**src/rtl/tdm_pkg.sv**
```systemverilog
// Shared types for the TDM receive path.
// Slot index, framer state and slot wrap helper.
package tdm_pkg;

  localparam int NUM_SLOTS = 4;

  typedef logic [1:0] slot_t;

  typedef enum logic {
    HUNT   = 1'b0,
    LOCKED = 1'b1
  } state_t;

  localparam slot_t LAST_SLOT = slot_t'(NUM_SLOTS - 1);

  function automatic slot_t slot_next(slot_t s);
    return (s == LAST_SLOT) ? '0 : s + 2'd1;
  endfunction

endpackage

```
**src/rtl/tdm_slot_counter.sv**
```systemverilog
// Slot index counter for the TDM demux.
// clear wins over load_one, which wins over advance.
module tdm_slot_counter
  import tdm_pkg::*;
(
  input  logic       clock,
  input  logic       reset_n,
  input  logic       advance,
  input  logic       load_one,
  input  logic       clear,
  output logic [1:0] sel
);

  // Slot index expected on the next valid beat.
  always_ff @(posedge clock or negedge reset_n) begin
    if (!reset_n) begin
      sel <= '0;
    end else if (clear) begin
      sel <= '0;
    end else if (load_one) begin
      sel <= 2'd1;
    end else if (advance) begin
      sel <= slot_next(sel);
    end
  end

endmodule

```
**src/rtl/tdm_demux4.sv**
```systemverilog
// TDM 1-to-4 demux: framer, shadow and output registers.
// Optional 8-bit error counter under TDM_DEMUX_ERRCNT_EN.
module tdm_demux4
  import tdm_pkg::*;
#(
  parameter int WIDTH = 1
) (
  input  logic             clock,
  input  logic             reset_n,
  input  logic [WIDTH-1:0] din,
  input  logic             din_valid,
  input  logic             sync_in,
  output logic [WIDTH-1:0] dout0,
  output logic [WIDTH-1:0] dout1,
  output logic [WIDTH-1:0] dout2,
  output logic [WIDTH-1:0] dout3,
  output logic [1:0]       sel,
  output logic             frame_valid,
  output logic             sync_err,
  output logic             locked
`ifdef TDM_DEMUX_ERRCNT_EN
  ,
  output logic [7:0]       err_count
`endif
);

  state_t state;

  logic [WIDTH-1:0] sh0;
  logic [WIDTH-1:0] sh1;
  logic [WIDTH-1:0] sh2;

  logic take0;
  logic take1;
  logic take2;
  logic take3;
  logic drop;
  logic err_evt;

  // Decode the current beat into exactly one action.
  always_comb begin
    take0   = 1'b0;
    take1   = 1'b0;
    take2   = 1'b0;
    take3   = 1'b0;
    drop    = 1'b0;
    err_evt = 1'b0;
    if (din_valid) begin
      unique case (state)
        HUNT: begin
          take0 = sync_in;
        end
        LOCKED: begin
          unique case (1'b1)
            sync_in: begin
              take0   = 1'b1;
              err_evt = (sel != 2'd0);
            end
            (!sync_in && sel == 2'd0): begin
              drop    = 1'b1;
              err_evt = 1'b1;
            end
            (!sync_in && sel == 2'd1): take1 = 1'b1;
            (!sync_in && sel == 2'd2): take2 = 1'b1;
            (!sync_in && sel == 2'd3): take3 = 1'b1;
            default: ;
          endcase
        end
        default: ;
      endcase
    end
  end

  tdm_slot_counter u_slot (
    .clock    (clock),
    .reset_n  (reset_n),
    .advance  (take1 | take2 | take3),
    .load_one (take0),
    .clear    (drop),
    .sel      (sel)
  );

  // Framer state, shadows and atomic output update.
  always_ff @(posedge clock or negedge reset_n) begin
    if (!reset_n) begin
      state       <= HUNT;
      sh0         <= '0;
      sh1         <= '0;
      sh2         <= '0;
      dout0       <= '0;
      dout1       <= '0;
      dout2       <= '0;
      dout3       <= '0;
      frame_valid <= 1'b0;
      sync_err    <= 1'b0;
    end else begin
      frame_valid <= take3;
      sync_err    <= err_evt;
      if (take0) begin
        sh0   <= din;
        state <= LOCKED;
      end
      if (drop) begin
        state <= HUNT;
      end
      if (take1) begin
        sh1 <= din;
      end
      if (take2) begin
        sh2 <= din;
      end
      if (take3) begin
        dout0 <= sh0;
        dout1 <= sh1;
        dout2 <= sh2;
        dout3 <= din;
      end
    end
  end

  assign locked = (state == LOCKED);

`ifdef TDM_DEMUX_ERRCNT_EN
  localparam logic [7:0] ERR_MAX = 8'hFF;

  // Saturating count of framing violations.
  always_ff @(posedge clock or negedge reset_n) begin
    if (!reset_n) begin
      err_count <= '0;
    end else if (err_evt && err_count != ERR_MAX) begin
      err_count <= err_count + 8'd1;
    end
  end
`endif

endmodule

```
**config.mk**
```make
export PLATFORM = sky130hd
export DESIGN_NAME = tdm_demux4
export DESIGN_NICKNAME = d
export VERILOG_FILES = /design/src/rtl/tdm_pkg.sv /design/src/rtl/tdm_slot_counter.sv /design/src/rtl/tdm_demux4.sv
export SDC_FILE = /design/constraint.sdc
export NUM_CORES = 1
export LEC_CHECK = 0
export CAP_MARGIN = 20
export CORE_MARGIN = 3
export CORE_UTILIZATION = 47
export CTS_BUF_LIST = sky130_fd_sc_hd__clkbuf_8 sky130_fd_sc_hd__clkbuf_16
export DETAILED_ROUTE_END_ITERATION = 10
export PLACE_DENSITY = 0.75
export RECOVER_POWER = 100
export SLEW_MARGIN = 20
export SYNTH_ARGS = -nofsm -noshare
export SYNTH_HDL_FRONTEND = slang
export SYNTH_SLANG_ARGS = --single-unit
```
**constraint.sdc**
```tcl
create_clock -name clock -period 2.19 [get_ports clock]
set_input_delay 0.438 -clock clock [delete_from_list [all_inputs] [get_ports clock]]
set_output_delay 0.438 -clock clock [all_outputs]
set_load 0.05 [all_outputs]
```
==> summary.md <==
| Metric | Value |
|---|---|
| Status | completed |
| Vias in the first global route | about 430 |
| Critical Path RT | 1.75 ns |
| Post-Route WL | 1.05 mm |
| Worst hold path endpoint | dout1 |
| Drt pass-1 iters | 4 |
| Critical path buffer and inverter count | 1 |
| Power Dens Cells | 1600 mW/mm^2 |
| Drt wl/cell | 13.3 um |
| Crit Path Max Fanout | 8 |
| Post-CTS Hold Fix Bufs | 0 |
| Crit. End Element | output pin |
| Via-per-instance ratio | roughly 5.1 |
| Initial antenna violation count | 0 |
| Final core utilization | 66.9% |
| Hold Path Class | reg -> reg |
| Critical path's slowest cell | dlygate4sd3_1 |
| Io pins | 14 |
| Critical path depth | 1 |
| First-pass GRT wire length | 1.93 mm |
| Fin. Hold Viols | 0 |
| Critical path, cell by cell | dlygate4sd3_1 |
| Yosys reg bits | 12 |
| Routed Antenna Nets | 0 |
| Gpl congestion | 0.746 |
| Largest stage delay, worst path | 0.91 ns |
| TritonCTS Buffers | 3 |
| Post_cts resized | 0 |
| Worst-Skew Late Latency | between 0.2 and 0.25 ns |
| Leak | 0.387 nW |
| DRT iter0 DRCs | 8 |
| Post-DP HPWL | 723 um |
| Share of layout cells above drive strength 1 | between 10% and 20% |
| Power Total | 1.26 mW |
| Core Area | 0.00117 mm^2 |
| CTS clk-pin slew, worst paths | 0.06 ns |
| IO Port Bufs | 13 |
| Setup Viol. Count Final | 0 |
| Die extent in x | 42.3 um |
| Top cell type's share of synthesized area | 48.5% |
| Global Route Usage Sum | 14.1% |
| Die area | 0.00179 mm^2 |
| Largest net degree at the start of global routing | 13 |
| Synth Cell Area | 619 um^2 |
| Synth async-reset ratio | 100% |
| RR Startpoint | u_slot.sel[0] |
| CTS sink count | 12 |
| Synth Flop Type | dfrtp_1 |
| Area of placed instances | 767 um^2 |
| Unique masters post-synth | 17 |
| Achievable Freq | about 490 MHz |
| Synth top cells by count | dfrtp_1 (12), ha_1 (5), inv_1 (5), mux2_4 (5), nand2_1 (4) |
| Tmin final | 2.04 ns |
| Reg2reg path depth | 6 |
| Root Buffer Master | clkbuf_8 |
| Pins Over Slew Limit | 0 |
| Post-placement setup slack | about 0.24 ns |
| Hold depth | 1 |
| Most frequent cell after synthesis | dfrtp_1 |
| Final instance count without filler cells | 79 |
| Post-synth top area cell | dfrtp_1 |
| Cell area after layout | 783 um^2 |
| Row Count | 12 |
| Area added between synthesis and finish | 26.5% |
| R2R Path End | u_slot.sel[0] |
| Post-synth net total | 58 |
| Drt drc | 0 |
| CTS tree | built |
| Vias | 404 |
| Synth Instances | 48 |
| # diodes | 0 |
| Setup TNS | 0 ns |
| CTS H-tree lvls | 1 |
| Max Buffers Root-to-Sink | 2 |
| Post-route setup slack | roughly 0.15 ns |
| FF-to-FF setup slack | roughly 0.35 ns |
| RSZ-0062 raised after global routing | no |
| CP arrival | approximately 1.6 ns |
| Total gr overflow | 0 |
| Yosys warns | 0 |
| Max_slew headroom | 65.5% |
| Clk_skew | 0.00318 ns |
| Tightest Pin Transition | 0.516 ns |
| Final Cycle Share | 93.3% |
| # placed instances | between 70 and 80 |
| Mean area per synthesized cell | 12.9 um^2 |
| Top post-synthesis cells by area | dfrtp_1 (48%), mux2_4 (12%), ha_1 (10%), mux2_2 (5.5%), nor4_4 (3.4%) |
| Register area share after synthesis | 48.5% |
| Max VDD drop | 0.837 mV |
| Hold Crit Start | sh1 |
| Initial Util | 52.9% |
| MaxCap Viol Count | 0 |
| Critical path type | reg -> out |
| EDFF count, synth | 0 |
| Die height | 42.3 um |
| Nets@finish | 76 |
| # Post-CTS Setup Buffers | 0 |
| Crit path launch type | register |
| Crit path max-delay family | buffers and inverters |
| Worst hold slack | approximately 0.49 ns |
==> worst max-delay path by stage <==
stage	to	slack [ns]	start
floorplan	u_slot.sel[0]	0.28	u_slot.sel[0]
global placement	u_slot.sel[0]	0.26	sync_in
detailed placement	u_slot.sel[0]	0.24	sync_in
CTS	locked	0.20	locked
global route	locked	0.11	locked
finish	locked	0.15	locked
==> cells by family after synthesis <==
| family | count (synthesis) | share of synthesized area [%] |
|---|---|---|
| compound gates | 8 | 8.08 |
| fa+ha+maj | 5 | 10.1 |
| buf+inv | 6 | 4.24 |
| flops | 12 | 48.5 |
| mux | 9 | 19.2 |
| simple gates | 8 | 9.90 |
==> area by class of cell <==
class	count	area, um^2
fillers	102	388
flip-flops and latches	12	300
multi-input cells	30	254
repair buffers	14	138
clock buffers	4	55.1
inverters	5	18.8
well taps	14	17.5
==> metal layers <==
| layer | vias up | global-route usage, % | wire, um |
|---|---|---|---|
| met4 | 0 | 5.59 | 0 |
| met1 | 193 | 18.6 | 500 |
| met5 | - | 0 | 0 |
| met2 | 12 | 21.3 | 496 |
| met3 | 0 | 4.29 | 56 |
| li1 | 199 | - | - |
==> registers in the layout, summed over array words and instances, names as in the netlist <==
register,count
sync_err,1
locked,1
dout3,1
sh2,1
sh0,1
dout1,1
dout0,1
frame_valid,1
dout2,1
u_slot.sel,2
sh1,1
==> where the power goes <==
part	switching, mW	leakage, nW	internal [mW]
clock network	0.0840	0.0288	0.159
registers	0.0704	0.146	0.315
logic	0.402	0.212	0.226
==> cell usage in the layout, fill, tap and decap left out <==
cell             synthesis  routed
a21oi_1                  2       2
a21oi_2                  1       1
a2bb2oi_1                1       1
a31oi_1                  2       2
and3b_1                  0       1
buf_4                    1       1
clkbuf_8                 0       4
clkdlybuf4s50_1          0       2
dfrtp_1                 12      12
dlygate4sd3_1            0      11
ha_1                     5       5
inv_1                    5       5
mux2_1                   0       4
mux2_2                   3       3
mux2_4                   5       1
mux2i_1                  1       1
nand2_1                  4       5
nor2_1                   1       1
nor4_1                   0       1
o21ai_0                  2       2
(Power assumes the default switching activity.)
